$ cat src/rtl/sr_latch_driver_if.sv
`default_nettype none
// ----------------------------------------------------------------------------
// sr_latch_driver_if : producer handshake (dav_/d in, rfd out) for the driver
// Rev 1.0
// ----------------------------------------------------------------------------
interface sr_latch_driver_if;
  logic dav_;
  logic d;
  logic rfd;

  modport master (output dav_, output d, input rfd);
  modport slave  (input dav_, input d, output rfd);
endinterface
`default_nettype wire

$ cat src/rtl/sr_latch_driver.sv
`default_nettype none
// ----------------------------------------------------------------------------
// sr_latch_driver : writes one bit into an external SR latch with timed pulses
// and checks the q/qN readback. Rev 1.0
// ----------------------------------------------------------------------------
module sr_latch_driver #(
  parameter int unsigned PULSE_W = 2,
  parameter int unsigned SETTLE  = 1
) (
  input  wire logic        clock,
  input  wire logic        reset_,
  sr_latch_driver_if.slave prod,
  output logic             s,
  output logic             r,
  output logic             preset_,
  output logic             preclear_,
  input  wire logic        q,
  input  wire logic        qN,
  output logic             cur,
  output logic             err
);

  typedef enum logic [2:0] {
    ST_INIT    = 3'd0,
    ST_IDLE    = 3'd1,
    ST_PULSE   = 3'd2,
    ST_SETTLE  = 3'd3,
    ST_CHECK   = 3'd4,
    ST_WAITDAV = 3'd5
  } state_t;

  localparam logic [3:0] c_pulse_w = 4'(PULSE_W);
  localparam logic [3:0] c_settle  = 4'(SETTLE);
  // A zero settle time skips the SETTLE state entirely.
  localparam state_t     c_post_pulse = (SETTLE == 0) ? ST_CHECK : ST_SETTLE;

  state_t     state_q;
  logic [3:0] pulse_cnt_q;
  logic [3:0] settle_cnt_q;
  logic       s_q;
  logic       r_q;
  logic       preset_q;
  logic       preclear_q;
  logic       rfd_q;
  logic       cur_q;
  logic       err_q;
  logic       from_init_q;
  logic       w_latch_ok;

  assign w_latch_ok = (q == cur_q) && (qN == ~cur_q);

  always_ff @(posedge clock or negedge reset_) begin
    if (!reset_) begin
      state_q      <= ST_INIT;
      pulse_cnt_q  <= c_pulse_w;
      settle_cnt_q <= c_pulse_w;
      s_q          <= 1'b0;
      r_q          <= 1'b0;
      preset_q     <= 1'b1;
      preclear_q   <= 1'b0;
      rfd_q        <= 1'b0;
      cur_q        <= 1'b0;
      err_q        <= 1'b0;
      from_init_q  <= 1'b1;
    end else begin
      case (state_q)
        ST_INIT: begin
          if (pulse_cnt_q <= 4'd1) begin
            pulse_cnt_q  <= 4'd0;
            settle_cnt_q <= c_settle;
            preclear_q   <= 1'b1;
            state_q      <= c_post_pulse;
          end else begin
            pulse_cnt_q <= pulse_cnt_q - 4'd1;
          end
        end

        ST_IDLE: begin
          rfd_q <= 1'b1;
          if (!prod.dav_) begin
            cur_q       <= prod.d;
            rfd_q       <= 1'b0;
            s_q         <= prod.d;
            r_q         <= ~prod.d;
            pulse_cnt_q <= c_pulse_w;
            from_init_q <= 1'b0;
            state_q     <= ST_PULSE;
          end
        end

        ST_PULSE: begin
          if (pulse_cnt_q <= 4'd1) begin
            pulse_cnt_q  <= 4'd0;
            settle_cnt_q <= c_settle;
            s_q          <= 1'b0;
            r_q          <= 1'b0;
            state_q      <= c_post_pulse;
          end else begin
            pulse_cnt_q <= pulse_cnt_q - 4'd1;
          end
        end

        ST_SETTLE: begin
          if (settle_cnt_q <= 4'd1) begin
            settle_cnt_q <= 4'd0;
            state_q      <= ST_CHECK;
          end else begin
            settle_cnt_q <= settle_cnt_q - 4'd1;
          end
        end

        ST_CHECK: begin
          err_q <= ~w_latch_ok;
          // The init sequence has no producer to wait for.
          if (from_init_q) begin
            rfd_q   <= 1'b1;
            state_q <= ST_IDLE;
          end else begin
            state_q <= ST_WAITDAV;
          end
        end

        ST_WAITDAV: begin
          if (prod.dav_) begin
            rfd_q   <= 1'b1;
            state_q <= ST_IDLE;
          end
        end

        default: begin
          state_q     <= ST_INIT;
          pulse_cnt_q <= c_pulse_w;
          s_q         <= 1'b0;
          r_q         <= 1'b0;
          preset_q    <= 1'b1;
          preclear_q  <= 1'b0;
          rfd_q       <= 1'b0;
          from_init_q <= 1'b1;
        end
      endcase
    end
  end

  assign prod.rfd  = rfd_q;
  assign s         = s_q;
  assign r         = r_q;
  assign preset_   = preset_q;
  assign preclear_ = preclear_q;
  assign cur       = cur_q;
  assign err       = err_q;

endmodule
`default_nettype wire

$ cat src/flat_wrapper.sv
// flat-port wrapper written by rule: the top's interface ports become plain ports
module sr_latch_driver_flat 
#(
  parameter int unsigned PULSE_W = 2,
  parameter int unsigned SETTLE  = 1
)
  (clock, reset_, s, r, preset_, preclear_, q, qN, cur, err, prod_dav_, prod_d, prod_rfd);
  sr_latch_driver_if prod_i ();
  input  wire logic clock;
  input  wire logic reset_;
  output logic s;
  output logic r;
  output logic preset_;
  output logic preclear_;
  input  wire logic q;
  input  wire logic qN;
  output logic cur;
  output logic err;
  input wire logic [$bits(prod_i.dav_)-1:0] prod_dav_;
  input wire logic [$bits(prod_i.d)-1:0] prod_d;
  output wire logic [$bits(prod_i.rfd)-1:0] prod_rfd;
  assign prod_i.dav_ = prod_dav_;
  assign prod_i.d = prod_d;
  assign prod_rfd = prod_i.rfd;
  sr_latch_driver #(.PULSE_W(PULSE_W), .SETTLE(SETTLE)) u_core (.clock(clock), .reset_(reset_), .prod(prod_i), .s(s), .r(r), .preset_(preset_), .preclear_(preclear_), .q(q), .qN(qN), .cur(cur), .err(err));
endmodule
$ cat config.mk
export PLATFORM = sky130hd
export DESIGN_NAME = sr_latch_driver_flat
export DESIGN_NICKNAME = d
export VERILOG_FILES = /design/src/rtl/sr_latch_driver_if.sv /design/src/rtl/sr_latch_driver.sv /design/src/flat_wrapper.sv
export SDC_FILE = /design/constraint.sdc
export NUM_CORES = 1
export LEC_CHECK = 0
export CAP_MARGIN = 0
export CORE_ASPECT_RATIO = 1.4
export CORE_UTILIZATION = 54
export DETAILED_ROUTE_END_ITERATION = 12
export HOLD_SLACK_MARGIN = 0.05
export PLACE_DENSITY_LB_ADDON = 0.3
export REMOVE_ABC_BUFFERS = 1
export SLEW_MARGIN = 20
export SYNTH_ARGS = -nofsm -noshare
export SYNTH_HDL_FRONTEND = slang
export SYNTH_SLANG_ARGS = --single-unit
$ cat constraint.sdc
create_clock -name clock -period 2.3 [get_ports clock]
set_clock_uncertainty 0.05 [all_clocks]
set_input_delay 0.23 -clock clock [delete_from_list [all_inputs] [get_ports clock]]
set_output_delay 0.23 -clock clock [all_outputs]
set_load 0.05 [all_outputs]
==> impl_metrics.ini <==
[run_status]
status = finished, final reports clean

[synthesis]
synth.mux.area_fraction_pct = 2.25
ys_ff_latch = 18
synthAdderAreaFrac_pct = 7.87
syn_avg_cell_area_um2 = 9.94
synth_flop_cell = dfrtp_1
synth_area_um2 = 1110
yosys_warnings = 0
ys_seq_area_share_pct = 40.8
synthCells = 112
synth-compound-area-share_pct = 23.3
ys_types = 39
synth_top_family_by_area = compound AO/OA/AOI/OAI gates
synth-edff-count = 0
synthSimpleGateAreaFrac_pct = 16.3
synth_xor_area_share_pct = 2.36
synthArstFlopShare_pct = 100

[worst_hold_path]
hold_path_class = in2async

[sta]
tightest_slew_ns = 0.584
hold_viol = 0
fin_ws_ns = 0.402
tns_ns = 0
rsz0062_at_grt = no
slew_headroom_pct = 60.7
drv_slew = 0
min_period_ns = 1.90
hold_ws_ns = 0.197
fin_crit_sh_pct = 82.5
fmax_mhz = 527
setup_viol = 0

[clock_network]
cts_setup_buffers = 0
clk-insertion-delay-late_ns = 0.30
max-clock-path-buffers = 2
cts_resized = 0
tritoncts = yes
hold_buffers = 0
cts-root-buf = clkbuf_4
clk_pin_slew_ns = 0.10
h-tree-depth = 1
cts_num_sinks = 18
cts_buffers = 3

[worst_setup_path]
arrival_ns = 2.03
critPathLaunch = u_core.pulse_cnt_q[1]
critPathCapture = u_core.r
critPathKind = reg2reg
crit_path_start_kind = register
cp.required_ns = 2.43
r2r_end = u_core.r
crit_path_end_kind = register
rr_worst_depth = 6
r2r-start = u_core.pulse_cnt_q[1]
crit_fanout = 4
reg2reg_setup_slack_ns = 0.40

[drt]
wl_um = 1950
drt_iter0_markers = 13
drc = 0
wl_per_cell_um = 13.6
viasPerCell = 5.74
ant_nets = 0
dr_total_vias = 826
first_pass_iters = 4

[final_layout]
final_cell_mix = 15 x dfrtp_1, 11 x clkdlybuf4s50_1, 9 x inv_1, 9 x nor2_1, 9 x o21ai_1
antenna_cells = 0
finish.instance_area_um2 = 1250
fin_nets = 137
reg.largest.list = u_core.pulse_cnt_q: 4 flops, u_core.settle_cnt_q: 4 flops, u_core.state_q: 3 flops
syn2layout_area_growth_pct = 12.4
fill_cells = 164
final_common_cell = dfrtp_1
drive_above_1_share_pct = 13.8

[global_routing]
grt_start_max_net_pins = 19
grt_pass1_wl_um = 3330
grt_pass1_vias = 791
antenna_found_initial = 0
overflow = 0
track_usage_pct = 21.2

[placed_design]
gp_congestion = 0.800
placed_area_um2 = 1210
dpl_worst_slack_ns = 0.423
place_hpwl_um = 1510
port_buffers = 11

[pwr]
pwr_density_cell_nw_per_um2 = 1620
max-vdd-ir-drop_mv = 0.913
p_leak_uw = 0.000553

[die]
die_area_um2 = 2250
fp.dieW_um = 40.4
boundaryPins = 13
rows = 19
coreArea_um2 = 1950
chipHeight_um = 55.7
start_util_pct = 57.1

[run]
max_cap_viol_count = 0
==> through the flow <==
step | utilization [%] | power (µW) | std cells
2_1_floorplan | - | 1550 | 107
3_3_place_gp | 62.3 | 1810 | 140
3_5_place_dp | 62.3 | 1850 | 140
4_1_cts | 64.2 | 2040 | 144
5_1_grt | 64.2 | 2190 | 144
6_report | 64.2 | 2020 | 144
==> synth_stat cells (all sizes together), types with 2 or more instances <==
cell	count	area [µm²]
a21o	2	15.0
a21oi	6	30.0
buf	5	42.5
dfrtp	15	375
dfstp	3	78.8
ha	7	87.6
inv	9	33.8
nand2	8	30.0
nor2	10	40.0
nor3	8	50.1
o21ai	13	68.8
o31a	2	26.3
o31ai	4	43.8
xnor2	3	26.3
==> cell type report <==
cell class              count  area, µm²  share of cell area, %
multi-input cells          80        583                   46.6
flip-flops and latches     18        454                   36.3
repair buffers             12        118                   9.40
clock buffers               4       36.3                   2.90
inverters                   9       33.8                   2.70
well taps                  21       26.3                   2.10
==> worst min-delay path by stage <==
stage / from / end / slack [ns] / cells past startpoint
2_1_floorplan: reset_ / u_core.cur / -0.12 / 0
3_3_place_gp: u_core.err / u_core.err / 0.42 / 2
3_5_place_dp: u_core.err / u_core.err / 0.43 / 2
4_1_cts: reset_ / u_core.settle_cnt_q[2] / 0.21 / 2
5_1_grt: reset_ / u_core.settle_cnt_q[2] / 0.24 / 2
6_report: reset_ / u_core.settle_cnt_q[2] / 0.20 / 2
==> routing by layer <==
| metal | track usage, % | vias up | part of all wire [%] |
|---|---|---|---|
| met5 | 0 | - | 0 |
| met4 | 10.0 | 0 | 2.0 |
| met3 | 2.40 | 5 | 2.2 |
| met2 | 34.5 | 14 | 51 |
| met1 | 26.3 | 389 | 45 |
| li1 | - | 418 | - |
==> worst max-delay path, cell delays in order, from the launching register on <==
cell and delay, ns:
dfstp_2 0.54, inv_1 0.06, ha_1 0.21, nor2_1 0.35
o31a_4 0.21, nor3_2 0.05, mux2_1 0.32
==> where the power goes <==
| group | total (µW) | leakage [µW] | internal, µW | switching, µW |
|---|---|---|---|---|
| clock network | 194 | 0.0000210 | 96.6 | 97.5 |
| registers | 690 | 0.000222 | 476 | 214 |
| logic | 1140 | 0.000310 | 491 | 647 |
| total | 2020 | 0.000553 | 1060 | 959 |
==> cell families (layout without fill, tap and decap cells) <==
group	Yosys count	after routing
compound gates	35	35
xor+xnor	3	3
fa+ha+maj	7	7
buf+inv	14	25
flops	18	18
mux	2	2
other cells	1	1
simple gates	32	32
Power figures use the tool's default switching activity.
